==> src/rtl/ssd_scan_ctrl.sv <==
// rtl/ssd_scan_ctrl.sv - N-digit multiplexed seven-segment scanner with blanking and dp.
// Optional SSD_BCD_EN: sequential double-dabble binary-to-BCD conversion of the loaded value.
module ssd_scan_ctrl #(
  parameter int NUM_DIGITS    = 8,
  parameter int SCAN_DIV_BITS = 18
) (
  input  logic                    ClkPort,
  input  logic                    Reset,
  input  logic [4*NUM_DIGITS-1:0] value,
  input  logic [NUM_DIGITS-1:0]   dp,
  input  logic                    load,
  input  logic                    blank_lz,
  input  logic                    enable,
  output logic                    busy,
  output logic                    ovf,
  output logic [NUM_DIGITS-1:0]   an,
  output logic [7:0]              seg
);
  localparam int W  = 4 * NUM_DIGITS;
  localparam int IW = $clog2(NUM_DIGITS);

  logic [SCAN_DIV_BITS-1:0] pre_q, pre_d;
  logic [IW-1:0]            idx_q, idx_d;
  logic [W-1:0]             disp_q, disp_d;
  logic [NUM_DIGITS-1:0]    dpr_q, dpr_d;
  logic [NUM_DIGITS-1:0]    an_q, an_d;
  logic [7:0]               seg_q, seg_d;
  logic                     ovf_q, ovf_d;
  logic [3:0]               nib;
  logic [NUM_DIGITS-1:0]    zero_up;
  logic                     zacc;

  function automatic logic [6:0] glyph(input logic [3:0] n);
    case (n)
      4'h0: glyph = 7'b0000001;
      4'h1: glyph = 7'b1001111;
      4'h2: glyph = 7'b0010010;
      4'h3: glyph = 7'b0000110;
      4'h4: glyph = 7'b1001100;
      4'h5: glyph = 7'b0100100;
      4'h6: glyph = 7'b0100000;
      4'h7: glyph = 7'b0001111;
      4'h8: glyph = 7'b0000000;
      4'h9: glyph = 7'b0000100;
      4'hA: glyph = 7'b0001000;
      4'hB: glyph = 7'b1100000;
      4'hC: glyph = 7'b0110001;
      4'hD: glyph = 7'b1000010;
      4'hE: glyph = 7'b0110000;
      default: glyph = 7'b0111000;
    endcase
  endfunction

  always_comb begin
    pre_d = pre_q + 1'b1;
    idx_d = idx_q;
    if (&pre_q) begin
      idx_d = (idx_q == IW'(NUM_DIGITS - 1)) ? '0 : idx_q + 1'b1;
    end
  end

  // zero_up[i] is set when digit i and every digit above it are zero
  always_comb begin
    zacc    = 1'b1;
    zero_up = '0;
    for (int i = NUM_DIGITS - 1; i >= 0; i--) begin
      zacc       = zacc & (disp_q[4*i +: 4] == 4'h0);
      zero_up[i] = zacc;
    end
  end

  always_comb begin
    nib   = disp_q[{idx_q, 2'b00} +: 4];
    an_d  = '1;
    seg_d = 8'hFF;
    if (enable) begin
      an_d[idx_q] = 1'b0;
    end
    if (ovf_q) begin
      seg_d[7:1] = 7'b1111110;
    end else if (blank_lz && (idx_q != '0) && zero_up[idx_q]) begin
      seg_d[7:1] = 7'b1111111;
    end else begin
      seg_d[7:1] = glyph(nib);
    end
    seg_d[0] = ~dpr_q[idx_q];
  end

`ifdef SSD_BCD_EN
  localparam int CW = $clog2(W);

  logic                  busy_q, busy_d;
  logic [W-1:0]          bin_q, bin_d;
  logic [W-1:0]          bcd_q, bcd_d;
  logic [W-1:0]          adj;
  logic [NUM_DIGITS-1:0] dpp_q, dpp_d;
  logic [CW-1:0]         cnt_q, cnt_d;
  logic                  oacc_q, oacc_d;

  // One double-dabble step per cycle: add 3 to digits >= 5, then shift in the next binary bit
  always_comb begin
    adj = '0;
    for (int i = 0; i < NUM_DIGITS; i++) begin
      adj[4*i +: 4] = (bcd_q[4*i +: 4] >= 4'd5) ? bcd_q[4*i +: 4] + 4'd3 : bcd_q[4*i +: 4];
    end
    busy_d = busy_q;
    bin_d  = bin_q;
    bcd_d  = bcd_q;
    dpp_d  = dpp_q;
    cnt_d  = cnt_q;
    oacc_d = oacc_q;
    disp_d = disp_q;
    dpr_d  = dpr_q;
    ovf_d  = ovf_q;
    if (busy_q) begin
      bcd_d  = {adj[W-2:0], bin_q[W-1]};
      bin_d  = {bin_q[W-2:0], 1'b0};
      oacc_d = oacc_q | adj[W-1];
      cnt_d  = cnt_q + 1'b1;
      if (cnt_q == CW'(W - 1)) begin
        busy_d = 1'b0;
        disp_d = bcd_d;
        dpr_d  = dpp_q;
        ovf_d  = oacc_d;
      end
    end else if (load) begin
      busy_d = 1'b1;
      bin_d  = value;
      bcd_d  = '0;
      dpp_d  = dp;
      cnt_d  = '0;
      oacc_d = 1'b0;
    end
  end

  always_ff @(posedge ClkPort) begin
    if (Reset) begin
      busy_q <= 1'b0;
      bin_q  <= '0;
      bcd_q  <= '0;
      dpp_q  <= '0;
      cnt_q  <= '0;
      oacc_q <= 1'b0;
    end else begin
      busy_q <= busy_d;
      bin_q  <= bin_d;
      bcd_q  <= bcd_d;
      dpp_q  <= dpp_d;
      cnt_q  <= cnt_d;
      oacc_q <= oacc_d;
    end
  end

  assign busy = busy_q;
`else
  always_comb begin
    disp_d = disp_q;
    dpr_d  = dpr_q;
    ovf_d  = 1'b0;
    if (load) begin
      disp_d = value;
      dpr_d  = dp;
    end
  end

  assign busy = 1'b0;
`endif

  always_ff @(posedge ClkPort) begin
    if (Reset) begin
      pre_q  <= '0;
      idx_q  <= '0;
      disp_q <= '0;
      dpr_q  <= '0;
      an_q   <= '1;
      seg_q  <= 8'hFF;
      ovf_q  <= 1'b0;
    end else begin
      pre_q  <= pre_d;
      idx_q  <= idx_d;
      disp_q <= disp_d;
      dpr_q  <= dpr_d;
      an_q   <= an_d;
      seg_q  <= seg_d;
      ovf_q  <= ovf_d;
    end
  end

  assign an  = an_q;
  assign seg = seg_q;
  assign ovf = ovf_q;

endmodule

==> config.mk <==
export PLATFORM = sky130hd
export DESIGN_NAME = ssd_scan_ctrl
export DESIGN_NICKNAME = d
export VERILOG_FILES = /design/src/rtl/ssd_scan_ctrl.sv
export SDC_FILE = /design/constraint.sdc
export NUM_CORES = 1
export LEC_CHECK = 0
export ABC_AREA = 1
export BUFFER_PORTS_ARGS = -buffer_cell sky130_fd_sc_hd__buf_2
export CORE_MARGIN = 2
export CORE_UTILIZATION = 35
export CTS_BUF_LIST = sky130_fd_sc_hd__clkbuf_8
export DETAILED_ROUTE_END_ITERATION = 16
export PLACE_DENSITY = 0.5
export SKIP_LAST_GASP = 1
export SLEW_MARGIN = 10
export SYNTH_ARGS = -nofsm -noshare
export SYNTH_HDL_FRONTEND = slang
export SYNTH_SLANG_ARGS = --single-unit
==> constraint.sdc <==
create_clock -name ClkPort -period 4.5 [get_ports ClkPort]
set_input_delay 0.675 -clock ClkPort [delete_from_list [all_inputs] [get_ports ClkPort]]
set_output_delay 0.675 -clock ClkPort [all_outputs]
set_load 0.02 [all_outputs]
Word-level counts from Yosys, hierarchy flattened
Memories as Yosys holds them, arrays and structs flattened. A register that Yosys moved wholly into a read port is not among the register bits.
Cells that the tools add are included.
- eq/ne operators: 1
- $lt $le $gt $ge: 2
- reduce and logical (&&, ||, !) cells: 15
- shift-type cells: 1
- $add $sub $neg: 2
- muxes and demuxes: 7
- bitwise logic cells: 10
- div/mod/pow operators: 0
- multipliers: 0
- operator list (cell ; count):
    4-bit zero test ; 8
    32-bit by 6-bit indexed part select with 4-bit output ; 1
    18-bit by 1-bit adder with 18-bit output, second input constant ; 1
    18-bit AND reduction ; 1
    8-bit inverter ; 1
    1-bit AND ; 7
    1-bit binary-select mux with 3-bit select ; 2
    3-bit by 4-bit < comparator with 1-bit output, second input constant ; 1
    2-bit OR reduction ; 2
    3-bit by 1-bit adder with 3-bit output, second input constant ; 1
    1-bit demux with 3-bit select ; 1
    3-bit equality test, second input constant ; 1
    3-bit by 1-bit greater-or-equal comparator with 1-bit output, second input constant ; 1
    1-bit logical AND ; 3
    1-bit 2-to-1 mux ; 3
    3-bit 2-to-1 mux ; 1
    3-bit nonzero test ; 1
    1-bit inverter ; 2
- latch bits: 0
- flip-flop bits (word level): 70
- memory bits (read-only): 112
- bits of input ports: 45
- memories kept: 1
- memory bits (writable): 0
- output and inout port bits: 18
- logic and storage cells: 45
- memory list (memory ; words ; width ; read ports ; clocked after memory_dff ; wr ports ; line ; RTL):
    (name not given) ; 16 ; 7 ; 1 ; 1 ; 0 ; 34 ; case (n)

Longest topological paths before layout
Gate-level depths: netlist of the first run.
- word-level depth: 12
- gate-level depth with buffers: 12
- mapped depth without buffers: 11

Worst setup path after synthesis of the first run
Ideal clock, no wire load.
- kind: register -> register
- start point: register idx_q[0]
- end point: register seg_q[6], in the netlist seg[6]
- slack: 2847 ps
- setup time: 130 ps
- cell stages (with the launch flop): 11
- data arrival time: 1523 ps
- clock period less this slack: 1653 ps
- path buffers: 1
- data required time: 4370 ps
- cell sequence: dfxtp_1 buf_2 nand2_1 o211ai_1 nand2_1 nor2_1 ha_1 nand2_1 nand2_1 nand2_1 nand3_1
- word-level cells in the longest chain between the ends: 4
- elaborated cells between the ends (all ways): 7
- ends and longest elaborated chain (item ; line ; RTL):
    from (decl) ; 23 ; logic [IW-1:0] idx_q, idx_d;
    from (signal assigned) ; 180 ; idx_q <= idx_d;
    1-bit binary-select mux with 3-bit select or 3-bit nonzero test (tied branches) ; 81 ; end else if (blank_lz && (idx_q != '0) && zero_up[idx_q]) begin
    1-bit 2-to-1 mux (not written as such) or 1-bit logical AND (tied branches) ; 81 ;
    1-bit logical AND ; 81 ;
    2-bit OR reduction (no source line) ; n/a ;
    to (decl) ; 27 ; logic [7:0] seg_q, seg_d;
Parallel ways exist; a longest one is shown, timed or not. The select of a mux whose other input is x is not followed.
A chain may end at the register's enable or synchronous reset.

Final worst setup path of the first run
Ends and elaborated chain as after synthesis.

==> results of run 1 <==
[power groups by stage]
stage | sequential, mW | clock (mW) | combinational (mW)
floorplan | 0.753 | 0 | 0.0985
global placement | 0.748 | 0 | 0.155
detailed placement | 0.749 | 0 | 0.156
CTS | 0.733 | 0.537 | 0.157
global route | 0.737 | 0.563 | 0.180
finish | 0.732 | 0.516 | 0.155
[final cells by class]
type	instances	share of cell area [%]
multi-input combinational	353	41.16
sequential	77	37.31
tap	133	4.028
timing repair buffer	64	7.995
clock buffer	10	3.331
inverter	54	4.906
clock inverter	5	1.272
[final timing paths]
check                start        to  slack, ns  cells after the start
setup reg to reg  idx_q[0]    seg[6]       2.47                     10
hold reg to reg   pre_q[0]  pre_q[0]       0.45                      1
setup / recovery  idx_q[0]    seg[6]       2.47                     10
hold / removal    pre_q[0]  pre_q[0]       0.45                      1
[routing by layer]
metal  track usage (%)  vias up  routed length [µm]
li1                  -     1734                   -
met1             20.64     1473                4000
met2             27.78       48                4001
met3             2.381       12                 262
met4             6.467        0                 159
met5                 0        -                   0
[cell usage after synthesis, types with 2 or more instances]
cell type	number
a21oi_1	36
buf_1	2
buf_2	4
buf_4	2
clkbuf_1	13
dfxtp_1	77
ha_1	10
inv_1	45
inv_2	8
nand2_1	109
nand3_1	25
nand4_1	9
nor2_1	79
nor2_2	3
nor2_4	3
nor3_1	3
o211ai_1	9
o21ai_0	50
o22ai_1	2
xnor2_1	3
[sequential cells by signal (all words and copies together), names as in the netlist]
name    cells
an          8
disp_q     32
dpr_q       8
idx_q       3
pre_q      18
seg         8
[critical path, stage by stage, from the launching register on]
cell,delay (ns)
dfxtp_1,0.33
buf_4,0.30
nand2_1,0.10
o211ai_1,0.10
nand2_1,0.13
nor2_1,0.35
ha_1,0.30
nand2_1,0.09
nand2_1,0.05
nand2_1,0.08
nand3_1,0.06
[kinds of logic (layout without fill, tap and decap cells)]
group | Yosys count | after routing
xor+xnor | 3 | 3
fa+ha+maj | 10 | 10
compound gates | 102 | 102
buf+inv | 75 | 133
flops | 77 | 77
simple gates | 236 | 236
other cells | 1 | 2
==> impl_metrics.tcl, run 1 <==
set metrics [dict create \
    status "completed" \
    hpwl_mm 6.273 \
    cts_tree "yes" \
    syn_inst 504 \
    crit_path_max_fanout 31 \
    synth-adder-area-share_pct 3.542 \
    endpoint_kind "flip-flop" \
    ioPinCount 63 \
    seqPwrFrac_pct 52.2 \
    max_freq_ghz 0.4936 \
    synthMuxAreaShare_pct 0 \
    p_int_mw 1.039 \
    cts_setup_buffers 0 \
    wirelength_mm 8.424 \
    clk_pin_slew_ns 0.08 \
    p_per_area_nw_per_um2 339.5 \
    wl_per_cell_um 12.10 \
    vdd.ir_drop.worst_mv 0.1545 \
    fin_nets 614 \
    ant_nets 0 \
    synth-compound-area-share_pct 15.44 \
    yosysSeqAreaShare_pct 43.64 \
    worstSkewPairLatency_ns 0.35 \
    yosys.area_share.xor_xnor_pct 0.7439 \
    synth_edf_count 0 \
    place_inst 681 \
    antenna_found_initial 0 \
    area.sequential_um2 1541 \
    grt_pass1_wl_mm 14.41 \
    final.setup.tns_ns 0 \
    syn_avg_cell_area_um2 7.008 \
    slew_headroom_pct 54.66 \
    die_y_um 104.5 \
    placementRows 36 \
    rsz0062_at_grt "false" \
    setup_slack_ns 2.474 \
    cts_htree_levels 3 \
    start_kind "flip-flop" \
    async_flop_share_pct 0 \
    gp_congestion 0.7536 \
    viasPerCell 4.694 \
    port_buffers 60 \
    synth_top_family_by_area "simple AND/OR/NAND/NOR gates" \
    worst_ep_arrival_time_ns 2.25 \
    skew_ns 0.007946 \
    drt_iter0_drc 87 \
    ys.flop_type "dfxtp_1" \
    multiInputGateArea_um2 1700 \
    grt.total_usage_pct 16.30 \
    num_vias 3267 \
    holdWs_ns 0.4541 \
    yosysTopAreaCellShare_pct 43.64 \
    ys_seq_elements 77 \
    p_leak_nw 1.818 \
    path_class "reg2reg" \
    maxCapViolCount 0 \
    p_comb_share_pct 11.0 \
    cts_buffer_depth 2 \
    grt_max_degree 57 \
    grt_pass1_vias 3199 \
    fin_util_pct 42.27 \
    start_util_pct 36.14 \
    clockPowerShare_pct 36.8 \
    final_common_cell "nand2_1" \
    n_fill_cell 1085 \
    hold_viol 0 \
    pre_cts_slack_ns 2.448 \
    yosys.area.top_type "dfxtp_1" \
    die_w_um 104.5 \
    min_path_type "reg2reg" \
    postCtsHoldBufs 0 \
    worstPathRequired_ns 4.73 \
    final_cell_mix "nand2_1 (109), nor2_1 (79), dfxtp_1 (77), buf_2 (60), o21ai_0 (50)" \
    numCtsBuffers 9 \
    yosysWarnings 0 \
    synth_area_um2 3532 \
    die_area_um2 10910 \
    sw_frac_of_total_pct 25.92 \
    instances_no_fill 696 \
    post_cts_resized 0 \
    slew_viol_final 0 \
    cts_root_buf "clkbuf_8" \
    fin_crit_sh_pct 45.02 \
    yosys-top-cells-area "dfxtp_1 (44%), nand2_1 (12%), nor2_1 (8.4%)" \
    coreArea_um2 9774 \
    yosys.area_share.simple_pct 28.20 \
    finalCriticalPeriod_ns 2.026 \
    dpl_cell_area_um2 3941 \
    cts_sinks 77 \
    switchingPower_mw 0.3636 \
    final_layout_size_suffix_gt1_share_pct 16.70 \
    yosys.cell_types.count 32 \
    finalInstanceArea_um2 4131 \
    power_mw 1.403 \
    num_antenna_cells 0 \
    worst-slew-pin-transition_ns 0.6794 \
    area_growth_pct 16.97 \
    remaining_drc_errors 0 \
    dr.pass1.iters 7 \
    grt_overflow_total 0 \
    setup_viol 0 \
]
Power figures use the tool's default switching activity.
==> inputs of run 2 (changes only) <==
==> constraint.sdc (replaced) <==
create_clock -name ClkPort -period 2.1 [get_ports ClkPort]
set_input_delay 0.315 -clock ClkPort [delete_from_list [all_inputs] [get_ports ClkPort]]
set_output_delay 0.315 -clock ClkPort [all_outputs]
set_load 0.02 [all_outputs]
==> run 2 against run 1 <==
First-iteration DRC count increased by 60%; largest cell class unchanged; highest routed layer unchanged; utilization increased by 0.54 points; critical path depth did not move.
==> impl_metrics.tcl, run 2 (same netlist as run 1, synthesis figures left out) <==
set metrics [dict create \
    p_per_area_nw_per_um2 724.8 \
    worstSkewPairLatency_ns 0.35 \
    fin_nets 619 \
    final_common_cell "nand2_1" \
    clk_pin_slew_ns 0.07 \
    skew_ns 0.005218 \
    p_int_mw 2.258 \
    max_freq_ghz 0.5361 \
    p_leak_nw 1.852 \
    reg_top3 "disp_q: 32 flops, pre_q: 18 flops" \
    num_antenna_cells 0 \
    area_growth_pct 18.46 \
    clockPowerShare_pct 37.0 \
    numCtsBuffers 9 \
    multiInputGateArea_um2 1700 \
    start_kind "flip-flop" \
    cts_htree_levels 3 \
    slew_viol_final 0 \
    status "completed" \
    num_vias 3280 \
    gp_congestion 0.7978 \
    postCtsHoldBufs 0 \
    vdd.ir_drop.worst_mv 0.2335 \
    die_w_um 104.5 \
    die_area_um2 10910 \
    grt_overflow_total 0 \
    largest_register_ffs 32 \
    final_cell_mix "nand2_1 (109), nor2_1 (79), dfxtp_1 (77), buf_2 (60), o21ai_0 (50)" \
    grt_pass1_wl_mm 14.18 \
    cts_tree "yes" \
    dpl_cell_area_um2 3991 \
    port_buffers 60 \
    dr.pass1.iters 4 \
    final.setup.tns_ns 0 \
    cts_setup_buffers 0 \
    crit_path_max_fanout 7 \
    maxCapViolCount 0 \
    p_comb_share_pct 11.1 \
    coreArea_um2 9774 \
    switchingPower_mw 0.7748 \
    endpoint_kind "flip-flop" \
    ioPinCount 63 \
    remaining_drc_errors 0 \
    min_path_type "in2reg" \
    wirelength_mm 8.560 \
    r2r_slack_ns 0.23 \
    n_fill_cell 1059 \
    drt_iter0_drc 139 \
    cts_sinks 77 \
    hpwl_mm 6.431 \
    path_class "reg2reg" \
    finalInstanceArea_um2 4184 \
    post_cts_resized 0 \
    hold_viol 0 \
    sw_frac_of_total_pct 25.55 \
    worst_ep_arrival_time_ns 2.09 \
    ant_nets 0 \
    final_layout_size_suffix_gt1_share_pct 17.08 \
    largest_register "disp_q" \
    antenna_found_initial 0 \
    viasPerCell 4.679 \
    cts_buffer_depth 2 \
    wl_per_cell_um 12.21 \
    placementRows 36 \
    area.sequential_um2 1541 \
    fin_crit_sh_pct 88.82 \
    grt.total_usage_pct 16.16 \
    holdWs_ns 0.1859 \
    grt_max_degree 57 \
    die_y_um 104.5 \
    worstPathRequired_ns 2.33 \
    cts_root_buf "clkbuf_8" \
    finalCriticalPeriod_ns 1.865 \
    start_util_pct 36.14 \
    setup_viol 0 \
    rsz0062_at_grt "false" \
    grt_pass1_vias 3126 \
    seqPwrFrac_pct 51.8 \
]
## run 2: changes by cell type in the layout (fill, tap and decap cells not counted)
cell / change
clkinv_2: -2
clkinv_4: -1
buf_4: +4
clkbuf_8: +1
buf_12: +1
inv_1: +2
## run 2: power by group through the flow
| stage | Combinational, mW | Sequential [mW] | Clock [mW] |
|---|---|---|---|
| after CTS | 0.344 | 1.57 | 1.16 |
| after floorplan | 0.211 | 1.61 | 0 |
| after global placement | 0.340 | 1.61 | 0 |
| after global routing | 0.389 | 1.58 | 1.21 |
| after detailed placement | 0.341 | 1.61 | 0 |
| final | 0.338 | 1.57 | 1.12 |
## run 2: per-stage QoR
step                setup slack [ns]  std cells  util [%]  power (mW)
finish                        0.2348        701     42.81       3.033
CTS                           0.2183        701     42.81       3.073
global route                0.002744        701     42.81       3.177
floorplan                     0.4471        505         -       1.825
global placement              0.2809        686     40.83       1.946
detailed placement            0.2282        686     40.83       1.948
## run 2: final cells by class
type | instances | share of cell area, %
Inverter | 54 | 4.844
Tap cell | 133 | 3.977
Multi-Input combinational cell | 353 | 40.64
Timing Repair Buffer | 69 | 9.091
Sequential cell | 77 | 36.84
Clock buffer | 11 | 3.618
Clock inverter | 4 | 0.9868
## run 2: final timing paths
path,start,endpoint,cells after the start
max reg2reg,idx_q[1],seg[6],10
min reg2reg,pre_q[0],pre_q[0],1
max,idx_q[1],seg[6],10
min,value[11],disp_q[11],3
## run 2: layer usage
layer / track usage, % / share of wire, %
met3: 2.820 / 2.7
met4: 7.722 / 1.6
met1: 19.74 / 48
met5: 0 / 0
met2: 27.45 / 48
## run 2: critical path, cell delays in order (launching register included)
cell and delay, ns:
dfxtp_1 0.40, nand2_1 0.20, inv_2 0.10, o211ai_1 0.09
nand2_1 0.10, nor2_1 0.29, ha_1 0.29, nand2_1 0.09
nand2_1 0.05, nand2_1 0.06, nand3_1 0.05
==> inputs of run 3 (changes only) <==
--- a/config.mk
+++ b/config.mk
@@ -5,8 +5,8 @@
 export SDC_FILE = /design/constraint.sdc
 export NUM_CORES = 1
 export LEC_CHECK = 0
-export ABC_AREA = 1
 export BUFFER_PORTS_ARGS = -buffer_cell sky130_fd_sc_hd__buf_2
+export CAP_MARGIN = 5
 export CORE_MARGIN = 2
 export CORE_UTILIZATION = 35
 export CTS_BUF_LIST = sky130_fd_sc_hd__clkbuf_8
==> run 3 against run 2 <==
Critical path type unchanged; largest cell class unchanged; worst hold slack improved by 0.014 ns; clock power rose by 19%; largest power group unchanged; highest routed layer unchanged; clock skew rose by 0.0016 ns; routed wire length fell by 10%; critical endpoint is now seg[7]; the flow now finishes with violations (setup timing).
==> impl_metrics.tcl, run 3 <==
set metrics [dict create \
    synth_area_um2 3518 \
    finalInstanceArea_um2 4375 \
    sw_frac_of_total_pct 23.48 \
    final.setup.tns_ns -0.07340 \
    num_antenna_cells 0 \
    p_leak_nw 1.835 \
    syn_avg_cell_area_um2 10.14 \
    syn_inst 347 \
    cp_common_cell "buf_4" \
    port_buffers 60 \
    endpoint_kind "flip-flop" \
    yosys.area.top_type "dfxtp_1" \
    r2r_slack_ns -0.04 \
    p_int_mw 2.481 \
    cts_root_buf "clkbuf_8" \
    die_w_um 104.3 \
    crit_path_max_fanout 5 \
    num_vias 2648 \
    synth_edf_count 0 \
    grt_pass1_vias 2574 \
    dr.pass1.iters 4 \
    cts_buffer_depth 2 \
    setup_viol 3 \
    drt_iter0_drc 106 \
    final_common_cell "dfxtp_1" \
    yosys.cell_types.count 48 \
    yosysTopAreaCellShare_pct 43.81 \
    skew_ns 0.006770 \
    finalCriticalPeriod_ns 2.139 \
    antenna_found_initial 0 \
    postCtsHoldBufs 0 \
    placementRows 36 \
    coreArea_um2 9774 \
    wirelength_mm 7.685 \
    area_growth_pct 24.36 \
    viasPerCell 4.729 \
    pre_cts_slack_ns -0.04810 \
    clockPowerShare_pct 40.9 \
    cts_tree "yes" \
    max_stage_delay_ns 0.52 \
    worstPathRequired_ns 2.38 \
    slew_headroom_pct 61.57 \
    cts_htree_levels 3 \
    final_layout_size_suffix_gt1_share_pct 29.98 \
    worst-slew-pin-transition_ns 0.5765 \
    cts_sinks 77 \
    grt_overflow_total 0 \
    grt_pass1_wl_mm 12.99 \
    hold_end "disp_q[17]" \
    fin_nets 477 \
    holdWs_ns 0.2002 \
    path_cells "buf_2 -> buf_4 -> mux4_2 -> mux2i_2 -> buf_4 -> nor2b_2 -> or3b_1 -> nand4b_1" \
    start_util_pct 36.00 \
    synth_commonest_cells "dfxtp_1 (77), nor2_1 (60), mux2i_1 (48)" \
    slew_viol_final 0 \
    max_freq_ghz 0.4674 \
    p_per_area_nw_per_um2 741.1 \
    fin_crit_sh_pct 101.9 \
    setup_slack_ns -0.03946 \
    largest_register_ffs 32 \
    remaining_drc_errors 0 \
    min_path_type "in2reg" \
    yosysWarnings 0 \
    clk_pin_slew_ns 0.08 \
    reg_top3 "disp_q: 32 flops, pre_q: 18 flops" \
    wl_per_cell_um 13.72 \
    worst_ep_arrival_time_ns 2.42 \
    hold_viol 0 \
    die_area_um2 10870 \
    maxCapViolCount 0 \
    ant_nets 0 \
    grt.total_usage_pct 14.91 \
    hpwl_mm 5.551 \
    die_y_um 104.3 \
    worstSkewPairLatency_ns 0.35 \
    status "finished with violations" \
    violations "setup timing" \
    start_kind "flip-flop" \
    rsz0062_at_grt "true" \
    final_cell_mix "dfxtp_1 (75), buf_2 (62), nor2_1 (60), mux2i_1 (46), buf_4 (21)" \
    gp_congestion 0.7142 \
    fin_util_pct 44.76 \
    ys_seq_elements 77 \
    ys.flop_type "dfxtp_1" \
    path_class "reg2reg" \
    grt_max_degree 42 \
    yosysMostFrequentCell "dfxtp_1" \
    slowest_stage "mux4_2" \
    switchingPower_mw 0.7613 \
    timing.rr.start "idx_q[0]" \
    p_comb_share_pct 10.8 \
    async_flop_share_pct 0 \
    dpl_cell_area_um2 4081 \
    yosys-top-cells-area "dfxtp_1 (44%), mux2i_1 (14%), nor2_1 (6.4%)" \
    whs_path_depth 3 \
    yosysSeqAreaShare_pct 43.81 \
    vdd.ir_drop.worst_mv 0.4158 \
    ioPinCount 63 \
    worstHoldStart "value[17]" \
    numCtsBuffers 9 \
    largest_register "disp_q" \
    r2r-end "seg[7]" \
    r2r_cells 8 \
    seqPwrFrac_pct 48.4 \
    n_fill_cell 997 \
]
[run 3: kinds of logic (layout without fill, tap and decap cells)]
logic type | count (synthesis) | after routing | synth area share (%)
AOI/OAI and AO/OA | 26 | 26 | 5.156
xor gates and xnor gates | 13 | 13 | 3.236
adders and majority gates | 10 | 10 | 3.556
buffers and inverters | 30 | 109 | 4.196
DFF | 77 | 77 | 43.81
muxes | 61 | 61 | 21.87
other | 1 | 2 | 0.1066
and+or+nand+nor | 129 | 129 | 18.07
[run 3: how the worst max path moves through the flow]
stage	cells after the start	start	end	slack [ns]
final	8	idx_q[0]	seg[7]	-0.04
after global routing	8	idx_q[0]	seg[7]	-0.14
after CTS	7	idx_q[0]	seg[2]	-0.001
after detailed placement	7	idx_q[0]	seg[2]	-0.05
after global placement	7	idx_q[0]	seg[7]	-0.007
after floorplan	8	idx_q[0]	seg[1]	-0.05
[run 3: per-layer routing]
metal  track usage, %  routed length (µm)  vias up
met4            4.923                  97        0
li1                 -                   -     1364
met5                0                   0        -
met1            19.62                3695     1218
met3            4.511                 411       10
met2            23.34                3481       56
[run 3: critical path: cells and delay by family (launching register included)]
kind                   cells  cell delay (ns)
buffers and inverters      3             0.46
flip-flops                 1             0.37
multiplexers               2             0.73
AND/OR/NAND/NOR            3             0.51
[run 3: area by class of cell]
| class | instances | area (µm²) | area share [%] |
|---|---|---|---|
| multi-input cells | 241 | 1869 | 42.72 |
| flip-flops and latches | 77 | 1546 | 35.34 |
| repair buffers | 86 | 528.0 | 12.07 |
| well taps | 133 | 166.4 | 3.803 |
| clock buffers | 9 | 123.9 | 2.831 |
| clock inverters | 7 | 115.1 | 2.631 |
| inverters | 7 | 26.28 | 0.6005 |
[run 3: power groups by stage]
stage | Combinational (mW) | Clock (mW) | Sequential [mW]
after detailed placement | 0.345 | 0 | 1.60
final | 0.349 | 1.33 | 1.57
after global placement | 0.341 | 0 | 1.61
after floorplan | 0.216 | 0 | 1.60
after global routing | 0.384 | 1.44 | 1.58
after CTS | 0.347 | 1.38 | 1.57
[run 3: through the flow]
| stage | power [mW] | cells |
|---|---|---|
| after floorplan | 1.821 | 348 |
| after global placement | 1.946 | 539 |
| after detailed placement | 1.950 | 539 |
| after CTS | 3.294 | 555 |
| after global routing | 3.403 | 560 |
| final | 3.243 | 560 |
[run 3: what timing repair did]
action                                  CTS  global route
setup buffers                             0             4
endpoints found under the setup margin    4             6
pin swaps                                 0             2
gates resized for setup                   2             4
cloned                                    0             1
